<file path="src/rtl/instr_encoder_loader.sv">
// rtl/instr_encoder_loader.sv - packs decoded RV32I fields into instruction words and streams them into imem
module instr_encoder_loader #(
  parameter logic [31:0] BASE_ADDR = 32'h0000_0000,
  parameter int          DEPTH     = 64
) (
  input  logic        clk,
  input  logic        reset,
  input  logic        start,
  input  logic        in_valid,
  output logic        in_ready,
  input  logic        in_last,
  input  logic [2:0]  Fmt,
  input  logic [6:0]  Op,
  input  logic [4:0]  Rd,
  input  logic [4:0]  Rs1,
  input  logic [4:0]  Rs2,
  input  logic [2:0]  Funct3,
  input  logic [6:0]  Funct7,
  input  logic [31:0] Imm,
  output logic        WE,
  output logic [31:0] WA,
  output logic [31:0] WD,
  output logic [6:0]  count,
  output logic        done,
  output logic        err,
  output logic [1:0]  err_code
);

  localparam logic [6:0] DEPTH_W = 7'(DEPTH);

  typedef enum logic [1:0] {S_IDLE, S_LOAD, S_DONE} state_t;

  state_t      state_q, state_d;
  logic        we_q, we_d;
  logic [31:0] wa_q, wa_d;
  logic [31:0] wd_q, wd_d;
  logic [31:0] ptr_q, ptr_d;
  logic [6:0]  count_q, count_d;
  logic        err_q, err_d;
  logic [1:0]  code_q, code_d;

  logic [31:0] packed_word;
  logic [1:0]  chk_code;
  logic        xfer;

  assign xfer = in_valid & in_ready;

  // Pack fields per format and classify the immediate; range is tested before alignment
  always_comb begin
    packed_word = 32'h0;
    chk_code    = 2'b00;
    case (Fmt)
      3'b000: begin
        packed_word = {Imm[11:0], Rs1, Funct3, Rd, Op};
        if ($signed(Imm) < -32'sd2048 || $signed(Imm) > 32'sd2047) chk_code = 2'b01;
      end
      3'b001: begin
        packed_word = {Imm[11:5], Rs2, Rs1, Funct3, Imm[4:0], Op};
        if ($signed(Imm) < -32'sd2048 || $signed(Imm) > 32'sd2047) chk_code = 2'b01;
      end
      3'b010: begin
        packed_word = {Imm[12], Imm[10:5], Rs2, Rs1, Funct3, Imm[4:1], Imm[11], Op};
        if ($signed(Imm) < -32'sd4096 || $signed(Imm) > 32'sd4094) chk_code = 2'b01;
        else if (Imm[0])                                            chk_code = 2'b10;
      end
      3'b011: begin
        packed_word = {Imm[20], Imm[10:1], Imm[11], Imm[19:12], Rd, Op};
        if ($signed(Imm) < -32'sd1048576 || $signed(Imm) > 32'sd1048574) chk_code = 2'b01;
        else if (Imm[0])                                                  chk_code = 2'b10;
      end
      3'b100: begin
        packed_word = {Funct7, Rs2, Rs1, Funct3, Rd, Op};
      end
      default: begin
        chk_code = 2'b11;
      end
    endcase
  end

  // State register
  always_ff @(posedge clk) begin
    if (reset) state_q <= S_IDLE;
    else       state_q <= state_d;
  end

  // Next state: start always reopens a session; a full session or a last bundle closes it
  always_comb begin
    state_d = state_q;
    if (start) begin
      state_d = S_LOAD;
    end else begin
      case (state_q)
        S_LOAD: begin
          if (count_q == DEPTH_W)    state_d = S_DONE;
          else if (xfer && in_last)  state_d = S_DONE;
        end
        default: state_d = state_q;
      endcase
    end
  end

  // FSM outputs: accept bundles only while loading, not on a start cycle, and not once full
  always_comb begin
    in_ready = (state_q == S_LOAD) && !start && (count_q != DEPTH_W) && !reset;
    done     = (state_q == S_DONE);
  end

  // Datapath next state: accepted words advance pointer/count, rejected ones only flag the error
  always_comb begin
    we_d    = 1'b0;
    wa_d    = wa_q;
    wd_d    = wd_q;
    ptr_d   = ptr_q;
    count_d = count_q;
    err_d   = err_q;
    code_d  = code_q;
    if (start) begin
      ptr_d   = BASE_ADDR;
      count_d = 7'd0;
      err_d   = 1'b0;
      code_d  = 2'b00;
    end else if (xfer) begin
      if (chk_code == 2'b00) begin
        we_d    = 1'b1;
        wa_d    = ptr_q;
        wd_d    = packed_word;
        ptr_d   = ptr_q + 32'd4;
        count_d = count_q + 7'd1;
      end else begin
        err_d = 1'b1;
        if (code_q == 2'b00) code_d = chk_code;
      end
    end
  end

  // Datapath registers
  always_ff @(posedge clk) begin
    if (reset) begin
      we_q    <= 1'b0;
      wa_q    <= BASE_ADDR;
      wd_q    <= 32'h0;
      ptr_q   <= BASE_ADDR;
      count_q <= 7'd0;
      err_q   <= 1'b0;
      code_q  <= 2'b00;
    end else begin
      we_q    <= we_d;
      wa_q    <= wa_d;
      wd_q    <= wd_d;
      ptr_q   <= ptr_d;
      count_q <= count_d;
      err_q   <= err_d;
      code_q  <= code_d;
    end
  end

  // A write still pending in the output register is suppressed while reset is held
  assign WE       = we_q & ~reset;
  assign WA       = wa_q;
  assign WD       = wd_q;
  assign count    = count_q;
  assign err      = err_q;
  assign err_code = code_q;

endmodule
</file>
<file path="config.mk">
export PLATFORM = sky130hd
export DESIGN_NAME = instr_encoder_loader
export DESIGN_NICKNAME = d
export VERILOG_FILES = /design/src/rtl/instr_encoder_loader.sv
export SDC_FILE = /design/constraint.sdc
export NUM_CORES = 1
export LEC_CHECK = 0
export CAP_MARGIN = 30
export CORE_MARGIN = 5
export CORE_UTILIZATION = 35
export DETAILED_ROUTE_END_ITERATION = 8
export PLACE_DENSITY = 0.71
export SLEW_MARGIN = 10
export SYNTH_ARGS = -nofsm -noshare
export SYNTH_HDL_FRONTEND = slang
export SYNTH_SLANG_ARGS = --single-unit
</file>
<file path="constraint.sdc">
create_clock -name clk -period 6.8 [get_ports clk]
set_input_delay 1.02 -clock clk [delete_from_list [all_inputs] [get_ports clk]]
set_output_delay 1.02 -clock clk [all_outputs]
set_load 0.05 [all_outputs]
</file>
==> results.sh <==
export IMPL_gp_congestion=0.792
export IMPL_p_leak_nw=2.13
export IMPL_grt_pass1_wl_mm=23.2
export IMPL_r2r_start="count[0]"
export IMPL_seqPwrFrac=0.492
export IMPL_die_area_mm2=0.0166
export IMPL_internal_power_mw=0.960
export IMPL_r2r_slack_ns=3.69
export IMPL_start_util=0.357
export IMPL_synth_edff_count=0
export IMPL_fin_total_pwr_mw=1.26
export IMPL_max_freq_mhz=228
export IMPL_cap_violations=0
export IMPL_numCtsBuffers=9
export IMPL_min_path_type="flop to flop"
export IMPL_ff2ff_path_depth=11
export IMPL_fin_skew_ns=0.00768
export IMPL_switching_share=0.238
export IMPL_dp_hpwl_mm=10.1
export IMPL_rows=43
export IMPL_io_pins=149
export IMPL_synth_top_family_by_area="simple AND/OR/NAND/NOR gates"
export IMPL_core_area_mm2=0.0139
export IMPL_cts_tree="built"
export IMPL_grt_overflow=0
export IMPL_antenna_cells=0
export IMPL_hold_buffers=0
export IMPL_p_sw_mw=0.300
export IMPL_final_antenna_net_count=0
export IMPL_ys_top_cells_by_area="dfxtp_1, a21oi_1, nand2_1, nor3_1, nor2_1"
export IMPL_synthAdderAreaFrac=0.00758
export IMPL_drt_total_wl_mm=14.4
export IMPL_antenna_found_initial=0
export IMPL_synth_compound_area_frac=0.196
export IMPL_avgSynthCellArea_um2=7.86
export IMPL_slew_headroom=0.435
export IMPL_cp_end_kind="output pin"
export IMPL_postCtsSetupBuffers=0
export IMPL_grt_pass1_vias=4651
export IMPL_met1_length_mm=6.04
export IMPL_powerDensity_mw_per_mm2=186
export IMPL_async_reset_ff_frac=0
export IMPL_fin_crit_sh=0.646
export IMPL_setup_tns_ns=0
export IMPL_ys_ff_latch=105
export IMPL_layout_min_cycle_time_ns=4.39
export IMPL_top_layer_used="met4"
export IMPL_synth_cell_type_count=51
export IMPL_p_comb_frac=0.097
export IMPL_ctsLongestPathBuffers=2
export IMPL_status="finished clean"
export IMPL_cp_arrival_ns=3.37
export IMPL_drt_initial_drc_count=336
export IMPL_worst_slew_pin_slew_ns=0.844
export IMPL_yosys_area_share_simple=0.292
export IMPL_layout_common_cells="clkdlybuf4s50_1, dfxtp_1, nand2_1"
export IMPL_cts_root_buf="clkbuf_16"
export IMPL_n_fill_cell=1396
export IMPL_critPathCapture="in_ready"
export IMPL_hold_violations=0
export IMPL_htree_levels=3
export IMPL_avgViaCountPerCell=5.36
export IMPL_cp_start_kind="input port"
export IMPL_die_height_um=129
export IMPL_synth_xor_area_frac=0.00531
export IMPL_grt_max_degree=61
export IMPL_layout_commonest_cell="clkdlybuf4s50_1"
export IMPL_max_vdd_ir_drop_mv=0.108
export IMPL_rsz0062_at_grt="no"
export IMPL_met3WireLength_mm=1.28
export IMPL_synth_ff_type="dfxtp_1"
export IMPL_seq_area_frac_synth=0.425
export IMPL_cts_resized_gates=0
export IMPL_die_w_um=129
export IMPL_vias=4988
export IMPL_rr_endpoint="ptr_q[21]"
export IMPL_io_buffers=146
export IMPL_ys_warn_count=0
export IMPL_path_max_fanout=40
export IMPL_nNetsFinal=821
export IMPL_final_max_slew_viol_count=0
export IMPL_synthMuxAreaShare=0.0182
export IMPL_syn_area_mm2=0.00495
export IMPL_crit_start="start"
export IMPL_synth_top_area_share=0.425
export IMPL_drt_pass1_iter_count=4
export IMPL_critical_path_class="input port to output pin"
export IMPL_cts_sinks=105
export IMPL_clock_latency_ns=0.35
export IMPL_worstPathRequired_ns=5.78
export IMPL_drc=0
export IMPL_grt_total_usage=0.173
export IMPL_met2_length_mm=6.83
export IMPL_drive_gt1_frac=0.0399
export IMPL_synth_top_area_cell="dfxtp_1"
export IMPL_clk_pin_slew_ns=0.06
export IMPL_clockPowerShare=0.411
export IMPL_syn2layout_area_growth_pct=36.5
export IMPL_syn_inst=630
export IMPL_drt_wirelength_per_cell_um=15.5
export IMPL_setup_viol_count_final=0
## per-layer routing
metal  GRT usage  up-vias
li1            -     2510
met1       0.214     2312
met2       0.277      145
met3      0.0660       21
met4      0.0605        0
met5           0        -
## power groups by stage
stage               logic, mW  clock network (mW)  registers (mW)
finish                  0.123               0.518           0.619
global placement        0.120                   0           0.633
detailed placement      0.122                   0           0.633
floorplan              0.0499                   0           0.641
CTS                     0.122               0.530           0.619
global route            0.132               0.557           0.619
## area by class of cell
cell class	instances	area, um2	share of cell area
tap	180	225	0.0333
multi-input combinational	468	2580	0.382
clock inverter	5	56.3	0.00833
clock buffer	11	233	0.0344
sequential	105	2100	0.311
inverter	10	37.5	0.00555
timing repair buffer	152	1520	0.225
## flip-flops by register name, indices dropped and copies added (netlist names)
register,cells
WA,30
WD,32
count,7
err,1
err_code,2
ptr_q,30
state_q,2
we_q,1
## through the flow
stage	hold WS, ns	utilization	instance area, um2	setup WS, ns	cells
finish	0.452	0.487	6760	2.41	931
global placement	0.440	0.464	6440	2.33	913
floorplan	0.432	-	4950	3.24	631
CTS	0.456	0.486	6750	2.39	930
global route	0.465	0.487	6760	2.28	931
detailed placement	0.446	0.465	6460	2.26	914
## Yosys cell counts (all sizes together), types with 3 or more instances
| cell | number |
|---|---|
| a211oi | 18 |
| a21o | 3 |
| a21oi | 79 |
| a221oi | 8 |
| a311oi | 7 |
| a31oi | 3 |
| and2 | 4 |
| and3 | 8 |
| buf | 26 |
| clkbuf | 22 |
| dfxtp | 105 |
| ha | 3 |
| inv | 10 |
| mux2i | 9 |
| nand2 | 93 |
| nand3 | 23 |
| nand3b | 6 |
| nand4 | 16 |
| nor2 | 47 |
| nor2b | 13 |
| nor3 | 36 |
| nor4 | 10 |
| o21ai | 26 |
| o31ai | 5 |
| o41ai | 3 |
| or3 | 17 |
| or4 | 9 |
## worst max-delay path, cell delays in order
cell and delay [ns]:
clkdlybuf4s50_1 0.44, or2_2 0.61, nor3b_1 0.38, clkdlybuf4s50_1 0.91
## cells by family after synthesis
| family | count (synthesis) |
|---|---|
| and+or+nand+nor | 290 |
| buffers and inverters | 58 |
| DFF | 105 |
| muxes | 9 |
| adders and majority gates | 3 |
| xor gates and xnor gates | 3 |
| AOI/OAI and AO/OA | 161 |
| other | 1 |
## worst min path at each step
stage / from / endpoint / cells after the start
floorplan: ptr_q[16] / WA[16] / 2
global placement: ptr_q[16] / WA[16] / 2
detailed placement: ptr_q[16] / WA[16] / 2
CTS: WA[23] / WA[23] / 2
global route: WA[18] / WA[18] / 2
finish: WA[23] / WA[23] / 2
(Power assumes the default switching activity.)
